===== config.mk =====
export PLATFORM = sky130hd
export DESIGN_NAME = fetch_stage_flat
export DESIGN_NICKNAME = d
export VERILOG_FILES = /design/src/rtl/riscv_pkg.sv /design/src/rtl/fetch_stage_if.sv /design/src/rtl/fetch_stage.sv /design/src/flat_wrapper.sv
export SDC_FILE = /design/constraint.sdc
export NUM_CORES = 1
export LEC_CHECK = 0
export ABC_AREA = 1
export ABC_CLOCK_PERIOD_IN_PS = 2100
export CORE_AREA = 2 2 144 90
export CTS_CLUSTER_SIZE = 28
export DETAILED_ROUTE_END_ITERATION = 10
export DIE_AREA = 0 0 146 92
export PLACE_DENSITY = 0.72
export SYNTH_ARGS = -nofsm -noshare
export SYNTH_HDL_FRONTEND = slang
export SYNTH_SLANG_ARGS = --single-unit

===== constraint.sdc =====
create_clock -name clk -period 2.1 [get_ports clk]
set_input_delay 0.42 -clock clk [delete_from_list [all_inputs] [get_ports clk]]
set_output_delay 0.42 -clock clk [all_outputs]
set_load 0.05 [all_outputs]

===== src/rtl/riscv_pkg.sv =====
// Types and constants shared between the fetch front end and the control decoder.
package riscv_pkg;

  typedef enum logic [0:0] {
    S_REQ  = 1'b0,
    S_WAIT = 1'b1
  } fetch_state_t;

  localparam logic [31:0] NOP_INSTR = 32'h0000_0013;

  localparam logic [6:0] OP_R      = 7'b0110011;
  localparam logic [6:0] OP_I      = 7'b0010011;
  localparam logic [6:0] OP_LOAD   = 7'b0000011;
  localparam logic [6:0] OP_STORE  = 7'b0100011;
  localparam logic [6:0] OP_BRANCH = 7'b1100011;

  function automatic logic [6:0] opcode_of(input logic [31:0] instr);
    return instr[6:0];
  endfunction

endpackage


===== src/rtl/fetch_stage_if.sv =====
// Fetch bus: instruction-memory request/response, redirect input and decode output slot.
interface fetch_stage_if #(
  parameter int XLEN = 32
) ();

  logic            imem_req_valid;
  logic            imem_req_ready;
  logic [XLEN-1:0] imem_addr;
  logic            imem_rsp_valid;
  logic [31:0]     imem_rsp_data;
  logic            redirect_valid;
  logic [XLEN-1:0] redirect_pc;
  logic            id_valid;
  logic            id_ready;
  logic [31:0]     id_instr;
  logic [XLEN-1:0] id_pc;
  logic [6:0]      id_opcode;

  modport master (
    output imem_req_valid, imem_addr, id_valid, id_instr, id_pc, id_opcode,
    input  imem_req_ready, imem_rsp_valid, imem_rsp_data,
           redirect_valid, redirect_pc, id_ready
  );

  modport slave (
    input  imem_req_valid, imem_addr, id_valid, id_instr, id_pc, id_opcode,
    output imem_req_ready, imem_rsp_valid, imem_rsp_data,
           redirect_valid, redirect_pc, id_ready
  );

endinterface


===== src/rtl/fetch_stage.sv =====
// Instruction fetch front end: PC register, single-outstanding imem request FSM
// and a valid/ready output slot feeding the control decoder.
module fetch_stage
  import riscv_pkg::*;
#(
  parameter int              XLEN     = 32,
  parameter logic [XLEN-1:0] RESET_PC = '0
) (
  input  logic           clk,
  input  logic           rst_n,
  fetch_stage_if.master  bus
);

  localparam logic [XLEN-1:0] ALIGN_MASK = {{(XLEN-2){1'b1}}, 2'b00};
  localparam logic [XLEN-1:0] PC_STEP    = XLEN'(4);

  fetch_state_t    state_q, state_d;
  logic [XLEN-1:0] pc_q, pc_d;
  logic            drop_q, drop_d;
  logic            id_valid_q, id_valid_d;
  logic [31:0]     id_instr_q, id_instr_d;
  logic [XLEN-1:0] id_pc_q, id_pc_d;

  logic slot_free;
  logic req_valid;
  logic req_fire;

  // A request is only issued when its response is guaranteed an empty slot.
  assign slot_free = !id_valid_q || bus.id_ready;
  assign req_valid = rst_n && (state_q == S_REQ) && slot_free;
  assign req_fire  = req_valid && bus.imem_req_ready;

  always_comb begin
    state_d    = state_q;
    pc_d       = pc_q;
    drop_d     = drop_q;
    id_valid_d = id_valid_q;
    id_instr_d = id_instr_q;
    id_pc_d    = id_pc_q;

    if (id_valid_q && bus.id_ready) begin
      id_valid_d = 1'b0;
    end

    if (bus.redirect_valid) begin
      // Anything already requested belongs to the old path and must be discarded.
      pc_d       = bus.redirect_pc & ALIGN_MASK;
      id_valid_d = 1'b0;
      case (state_q)
        S_REQ: begin
          if (req_fire) begin
            state_d = S_WAIT;
            drop_d  = 1'b1;
          end
        end
        S_WAIT: begin
          if (bus.imem_rsp_valid) begin
            state_d = S_REQ;
            drop_d  = 1'b0;
          end else begin
            drop_d  = 1'b1;
          end
        end
        default: state_d = S_REQ;
      endcase
    end else begin
      case (state_q)
        S_REQ: begin
          if (req_fire) begin
            state_d = S_WAIT;
          end
        end
        S_WAIT: begin
          if (bus.imem_rsp_valid) begin
            state_d = S_REQ;
            drop_d  = 1'b0;
            if (!drop_q) begin
              id_instr_d = bus.imem_rsp_data;
              id_pc_d    = pc_q;
              id_valid_d = 1'b1;
              pc_d       = pc_q + PC_STEP;
            end
          end
        end
        default: state_d = S_REQ;
      endcase
    end
  end

  always_ff @(posedge clk or negedge rst_n) begin
    if (!rst_n) begin
      state_q    <= S_REQ;
      pc_q       <= RESET_PC;
      drop_q     <= 1'b0;
      id_valid_q <= 1'b0;
      id_instr_q <= NOP_INSTR;
      id_pc_q    <= RESET_PC;
    end else begin
      state_q    <= state_d;
      pc_q       <= pc_d;
      drop_q     <= drop_d;
      id_valid_q <= id_valid_d;
      id_instr_q <= id_instr_d;
      id_pc_q    <= id_pc_d;
    end
  end

  assign bus.imem_req_valid = req_valid;
  assign bus.imem_addr      = pc_q;
  assign bus.id_valid       = id_valid_q;
  assign bus.id_instr       = id_instr_q;
  assign bus.id_pc          = id_pc_q;
  assign bus.id_opcode      = opcode_of(id_instr_q);

endmodule


===== src/flat_wrapper.sv =====
// flat-port wrapper written by rule: the top's interface ports become plain ports
module fetch_stage_flat import riscv_pkg::*;
#(
  parameter int              XLEN     = 32,
  parameter logic [XLEN-1:0] RESET_PC = '0
)
  (clk, rst_n, bus_imem_req_valid, bus_imem_addr, bus_id_valid, bus_id_instr, bus_id_pc, bus_id_opcode, bus_imem_req_ready, bus_imem_rsp_valid, bus_imem_rsp_data, bus_redirect_valid, bus_redirect_pc, bus_id_ready);
  fetch_stage_if #(.XLEN(XLEN)) bus_i ();
  input  logic clk;
  input  logic rst_n;
  output wire logic [$bits(bus_i.imem_req_valid)-1:0] bus_imem_req_valid;
  output wire logic [$bits(bus_i.imem_addr)-1:0] bus_imem_addr;
  output wire logic [$bits(bus_i.id_valid)-1:0] bus_id_valid;
  output wire logic [$bits(bus_i.id_instr)-1:0] bus_id_instr;
  output wire logic [$bits(bus_i.id_pc)-1:0] bus_id_pc;
  output wire logic [$bits(bus_i.id_opcode)-1:0] bus_id_opcode;
  input wire logic [$bits(bus_i.imem_req_ready)-1:0] bus_imem_req_ready;
  input wire logic [$bits(bus_i.imem_rsp_valid)-1:0] bus_imem_rsp_valid;
  input wire logic [$bits(bus_i.imem_rsp_data)-1:0] bus_imem_rsp_data;
  input wire logic [$bits(bus_i.redirect_valid)-1:0] bus_redirect_valid;
  input wire logic [$bits(bus_i.redirect_pc)-1:0] bus_redirect_pc;
  input wire logic [$bits(bus_i.id_ready)-1:0] bus_id_ready;
  assign bus_imem_req_valid = bus_i.imem_req_valid;
  assign bus_imem_addr = bus_i.imem_addr;
  assign bus_id_valid = bus_i.id_valid;
  assign bus_id_instr = bus_i.id_instr;
  assign bus_id_pc = bus_i.id_pc;
  assign bus_id_opcode = bus_i.id_opcode;
  assign bus_i.imem_req_ready = bus_imem_req_ready;
  assign bus_i.imem_rsp_valid = bus_imem_rsp_valid;
  assign bus_i.imem_rsp_data = bus_imem_rsp_data;
  assign bus_i.redirect_valid = bus_redirect_valid;
  assign bus_i.redirect_pc = bus_redirect_pc;
  assign bus_i.id_ready = bus_id_ready;
  fetch_stage #(.XLEN(XLEN), .RESET_PC(RESET_PC)) u_core (.clk(clk), .rst_n(rst_n), .bus(bus_i));
endmodule

# Yosys cells after proc, flatten, opt, wreduce, memory -nomap -nowiden

Index checks and enable logic that the tools add are counted.
W data, S select, Z words.

$add $sub $neg: 1
Eq/ne operators: 2
Muxes and demuxes: 17
Bitwise gates (word level): 3
Reductions and logical operators: 11

Operators by type and width:

| cell                    | number |
|---|---|
| $mux W32                | 4 |
| $add A32 B3 Y32 const B | 1 |
| $mux W1                 | 11 |
| $reduce_and A3 Y1       | 2 |
| $logic_and A1 B1 Y1     | 4 |
| $pmux W1 S2             | 2 |
| $reduce_and A4 Y1       | 1 |
| $reduce_bool A2 Y1      | 2 |
| $ne A3 B2 Y1 const B    | 1 |
| $not A1 Y1              | 3 |
| $ne A2 B2 Y1 const B    | 1 |
| $logic_not A1 Y1        | 1 |
| $logic_or A1 B1 Y1      | 1 |

Flip-flop bits (word level): 99
Input bits: 70
Output and inout bits: 105

# Depth between registers and ports, before layout

Depth in word-level cells: 7
Depth in mapped cells: 10

# Worst setup path before layout

Ideal clock, no wire load.

Path type: register to register
From: register u_core.id_valid_q (netlist: u_core.bus.id_valid)
To: register u_core.drop_q
Arrival time: 1.802 ns
Required time: 2.023 ns
Setup slack: 0.221 ns
Stages on the path, launching flop included: 8
Path buffers: 0
Path through: dfrtp_1 -> nand2_1 -> nand2_1 -> nor2_1 -> nand2_1 -> nand2_1 -> nand2_1 -> a21oi_1

Cells in the longest elaborated chain, start to end: 6

RTL lines:

| element                            | line               | text |
|---|---|---|
| start: declaration                 | fetch_stage.sv:20  | `logic id_valid_q, id_valid_d;` |
| start signal: assignment           | fetch_stage.sv:102 | `id_valid_q <= id_valid_d;` |
| $logic_not A1 Y1                   | fetch_stage.sv:29  | `assign slot_free = !id_valid_q \|\| bus.id_ready;` |
| $logic_or A1 B1 Y1                 | fetch_stage.sv:29  |  |
| $logic_and A1 B1 Y1                | fetch_stage.sv:30  | `assign req_valid = rst_n && (state_q == S_REQ) && slot_free;` |
| named net bus_imem_req_valid       | flat_wrapper.sv:11 | `output wire logic [$bits(bus_i.imem_req_valid)-1:0] bus_imem_req_valid;` |
| $logic_and A1 B1 Y1                | fetch_stage.sv:31  | `assign req_fire = req_valid && bus.imem_req_ready;` |
| $ne A3 B2 Y1 (no source line)      | -                  |  |
| $reduce_and A3 Y1 (no source line) | -                  |  |
| end signal: assignment             | fetch_stage.sv:101 | `drop_q <= drop_d;` |
| end: declaration                   | fetch_stage.sv:19  | `logic drop_q, drop_d;` |

The timed path passes the listed nets, and every way through them passes these cells.
A chain may end at the register's enable or synchronous reset.

# Worst setup path after layout

From: register u_core.pc_q[14] (netlist: u_core.bus.imem_addr[14])
To: output port bus_imem_addr[14]

RTL lines:

| element                  | line               | text |
|---|---|---|
| start: declaration       | fetch_stage.sv:18  | `logic [XLEN-1:0] pc_q, pc_d;` |
| start signal: assignment | fetch_stage.sv:100 | `pc_q <= pc_d;` |
| end: declaration         | flat_wrapper.sv:12 | `output wire logic [$bits(bus_i.imem_addr)-1:0] bus_imem_addr;` |

No word-level cell between the ends.

==> results.ini <==
[run_status]
status = finished, final reports clean

[synthesis]
synth_edf_count = 0
async_flop_share_pct = 100.0
synth.distinct_cells = 30
yosysWarnings = 0
ys_seq_area_share_pct = 50.45
synth_area_sq_um = 4720
ys_seq_elements = 95
synth.avg_cell_area_sq_um = 7.699
netlist.top_cell.by_area = dfrtp_1
synthFlopType = dfrtp_1
synthTopCellsByArea = dfrtp_1 (49%), nand2_1 (19%), nor2_1 (4.4%), o21ai_0 (4.3%), inv_1 (4.0%)
synth_top_area_share_pct = 48.78
syn_inst = 613

[worst_setup_path]
cp-start-kind = register
required_ns = 1.68
crit_fanout = 5
cpLargestDelayFamily = buffers and inverters
critPathKind = reg2out
crit_chain = clkdlybuf4s50_1
end_kind = output pin
worstPathArrival_ns = 1.64
critPathBufInv = 1
cp_slowest_cell = clkdlybuf4s50_1
slowest_delay_ns = 0.85

[routing]
routedWlPerCell_microns = 15.19
drc = 0
drt_iter0_drc = 360
routed_via_density = 4.796
routed_wl_microns = 14440
num_vias = 4561
ant_nets = 0
detail_route.first_pass.iterations = 5

[global_routing]
grt_max_degree = 54
busiest_layer = met2
grt_pass1_wl_microns = 22970
use_met3_pct = 7.811
gr-usage-met1_pct = 30.87
grt_util_met2_pct = 31.80
antenna_found_initial = 0
gr-total-overflow = 0
grt_pass1_vias = 4426
track_usage_pct = 21.86

[timing]
finClkSkew_ns = 0.008271
min_period_ns = 2.061
finalCritPeriodShare_pct = 98.16
tightest_slew_ns = 0.6904
final-hold-violation-count = 0
rsz0062_at_grt = false
relSlewSlack_pct = 53.98
setup_tns_ns = 0
finalSetupViolations = 0
fmax_mhz = 485.1
slew_violations = 0

[cts]
clk_pin_slew_ns = 0.07
h-tree-depth = 3
root_buffer = clkbuf_16
post_cts_buffers = 0
cts_tree = yes
cts_made_buffers = 9
clockBufferDepth = 2
clk_latency_ns = 0.34
cts.hold.buffers_added = 0
clkSinkCount = 95

[hold_path]
hold_path.class = in2async

[place]
hpwl_microns = 10750
port_buffers = 168
placed_cells = 935
place_area_sq_um = 6540
gp_congestion = 0.9395

[power]
powerDensity_nw_per_um2 = 1396
p_leak_nw = 3.287
ir_worst_vdd_mv = 0.7706

[die]
start_util_pct = 38.27
die_w_microns = 146
dieArea_sq_um = 13430
chipHeight_microns = 92
ioPinCount = 175
coreArea_sq_um = 12330
rows = 32

[cells_and_area]
stdcell_area_sq_um = 6867
fillCellCount = 1143
fin_nets = 847
instances_no_fill = 951
drive_above_1_share_pct = 9.347
area_growth_pct = 45.49
num_antenna_cells = 0

[flow_run]
drv_cap = 0

-- cells in the mapped netlist (2+ instances only) --
cell type  count
o211ai_1       5
dfstp_2        3
nor2_4         7
a21oi_1        8
inv_2          3
nor2_1        55
o21ai_0       41
xor2_1         5
nand3b_1       3
nor3_1         3
nand3_1       28
inv_1         50
buf_4         14
nand2_4        2
buf_2         12
o221ai_1       3
nand2_1      240
o21a_1         2
a31oi_1        2
nor2_2         4
dfrtp_1       92
clkbuf_1       8
o21ai_1        3
o21bai_1       5
nand2_2        4
nand4_1        7
-- through the flow --
| stage | power, mW | util [%] | setup WS, ns | hold slack [ns] |
|---|---|---|---|---|
| finish | 9.584 | 55.68 | 0.03861 | 0.2365 |
| global route | 10.04 | 55.68 | 0.01756 | 0.2709 |
| CTS | 9.668 | 55.56 | 0.008767 | 0.2438 |
| detailed placement | 7.892 | 53.03 | 0.1089 | 0.4593 |
| global placement | 7.797 | 53.03 | 0.1411 | 0.4543 |
| floorplan | 6.117 | - | 0.2206 | 0.1244 |
-- cell families (layout without fill, tap and decap cells) --
kind of cell,count (synthesis),in the layout,synth area share (%)
and+or+nand+nor,353,353,31.36
DFF,95,95,50.45
buffers and inverters,87,252,8.351
AOI/OAI and AO/OA,70,70,8.378
xor gates and xnor gates,6,6,1.113
adders and majority gates,1,1,0.2651
other,1,4,0.07946
-- cell type report --
| type | count | area, sq um | share of cell area (%) |
|---|---|---|---|
| well taps | 170 | 212.7 | 3.098 |
| repair buffers | 183 | 1802 | 26.24 |
| inverters | 53 | 198.9 | 2.897 |
| flip-flops and latches | 95 | 2381 | 34.68 |
| clock inverters | 4 | 70.07 | 1.020 |
| clock buffers | 12 | 246.5 | 3.590 |
| multi-input cells | 434 | 1956 | 28.48 |
-- where the power goes --
| part | total [mW] | internal (mW) | leakage, nW | switching, mW |
|---|---|---|---|---|
| registers | 2.92 | 2.47 | 1.17 | 0.450 |
| clock network | 1.77 | 1.07 | 0.157 | 0.693 |
| logic | 4.89 | 1.52 | 1.96 | 3.37 |
| total | 9.58 | 5.07 | 3.29 | 4.51 |
-- placed cells by master, fill, tap and decap left out, drive strengths merged, types with 7 or more instances in the layout --
cell | Yosys | final
nand4 | 7 | 7
nand2 | 246 | 246
nor2 | 66 | 66
clkdlybuf4s50 | 0 | 137
buf | 26 | 36
nand3 | 28 | 28
inv | 53 | 53
clkbuf | 8 | 12
o21ai | 44 | 44
dfrtp | 92 | 92
a21oi | 8 | 8
-- what timing repair did --
action                                  CTS  global route
resized for setup                         4             6
endpoints found under the setup margin    4             6
pin swaps                                 0             0
-- sequential cells by signal (all words and copies together) (netlist names) --
| signal | count |
|---|---|
| u_core.bus.id_pc | 30 |
| u_core.drop_q | 1 |
| u_core.bus.imem_addr | 30 |
| u_core.bus.id_valid | 1 |
| u_core.bus.id_instr | 32 |
| u_core.state_q | 1 |
-- worst paths after layout --
kind,from,to,slack [ns],cells past startpoint
hold reg to reg,u_core.bus.id_instr[0],u_core.bus.id_instr[0],0.47,2
max in group asynchronous,rst_n,u_core.bus.imem_addr[20],1.35,2
setup / recovery,u_core.bus.imem_addr[14],bus_imem_addr[14],0.04,1
setup reg to reg,u_core.bus.imem_addr[3],u_core.bus.imem_addr[30],0.38,8
min in group clk,u_core.bus.id_instr[0],u_core.bus.id_instr[0],0.47,2
hold / removal,rst_n,u_core.drop_q,0.24,2
-- routing by layer --
layer  wire, microns  part of all wire (%)  up-vias
met5               0                     0        -
li1                -                     -     2229
met1            6840                    47     2141
met4             208                   1.4        0
met2            5980                    41      175
met3            1414                   9.8       16
(Power assumes the default switching activity.)
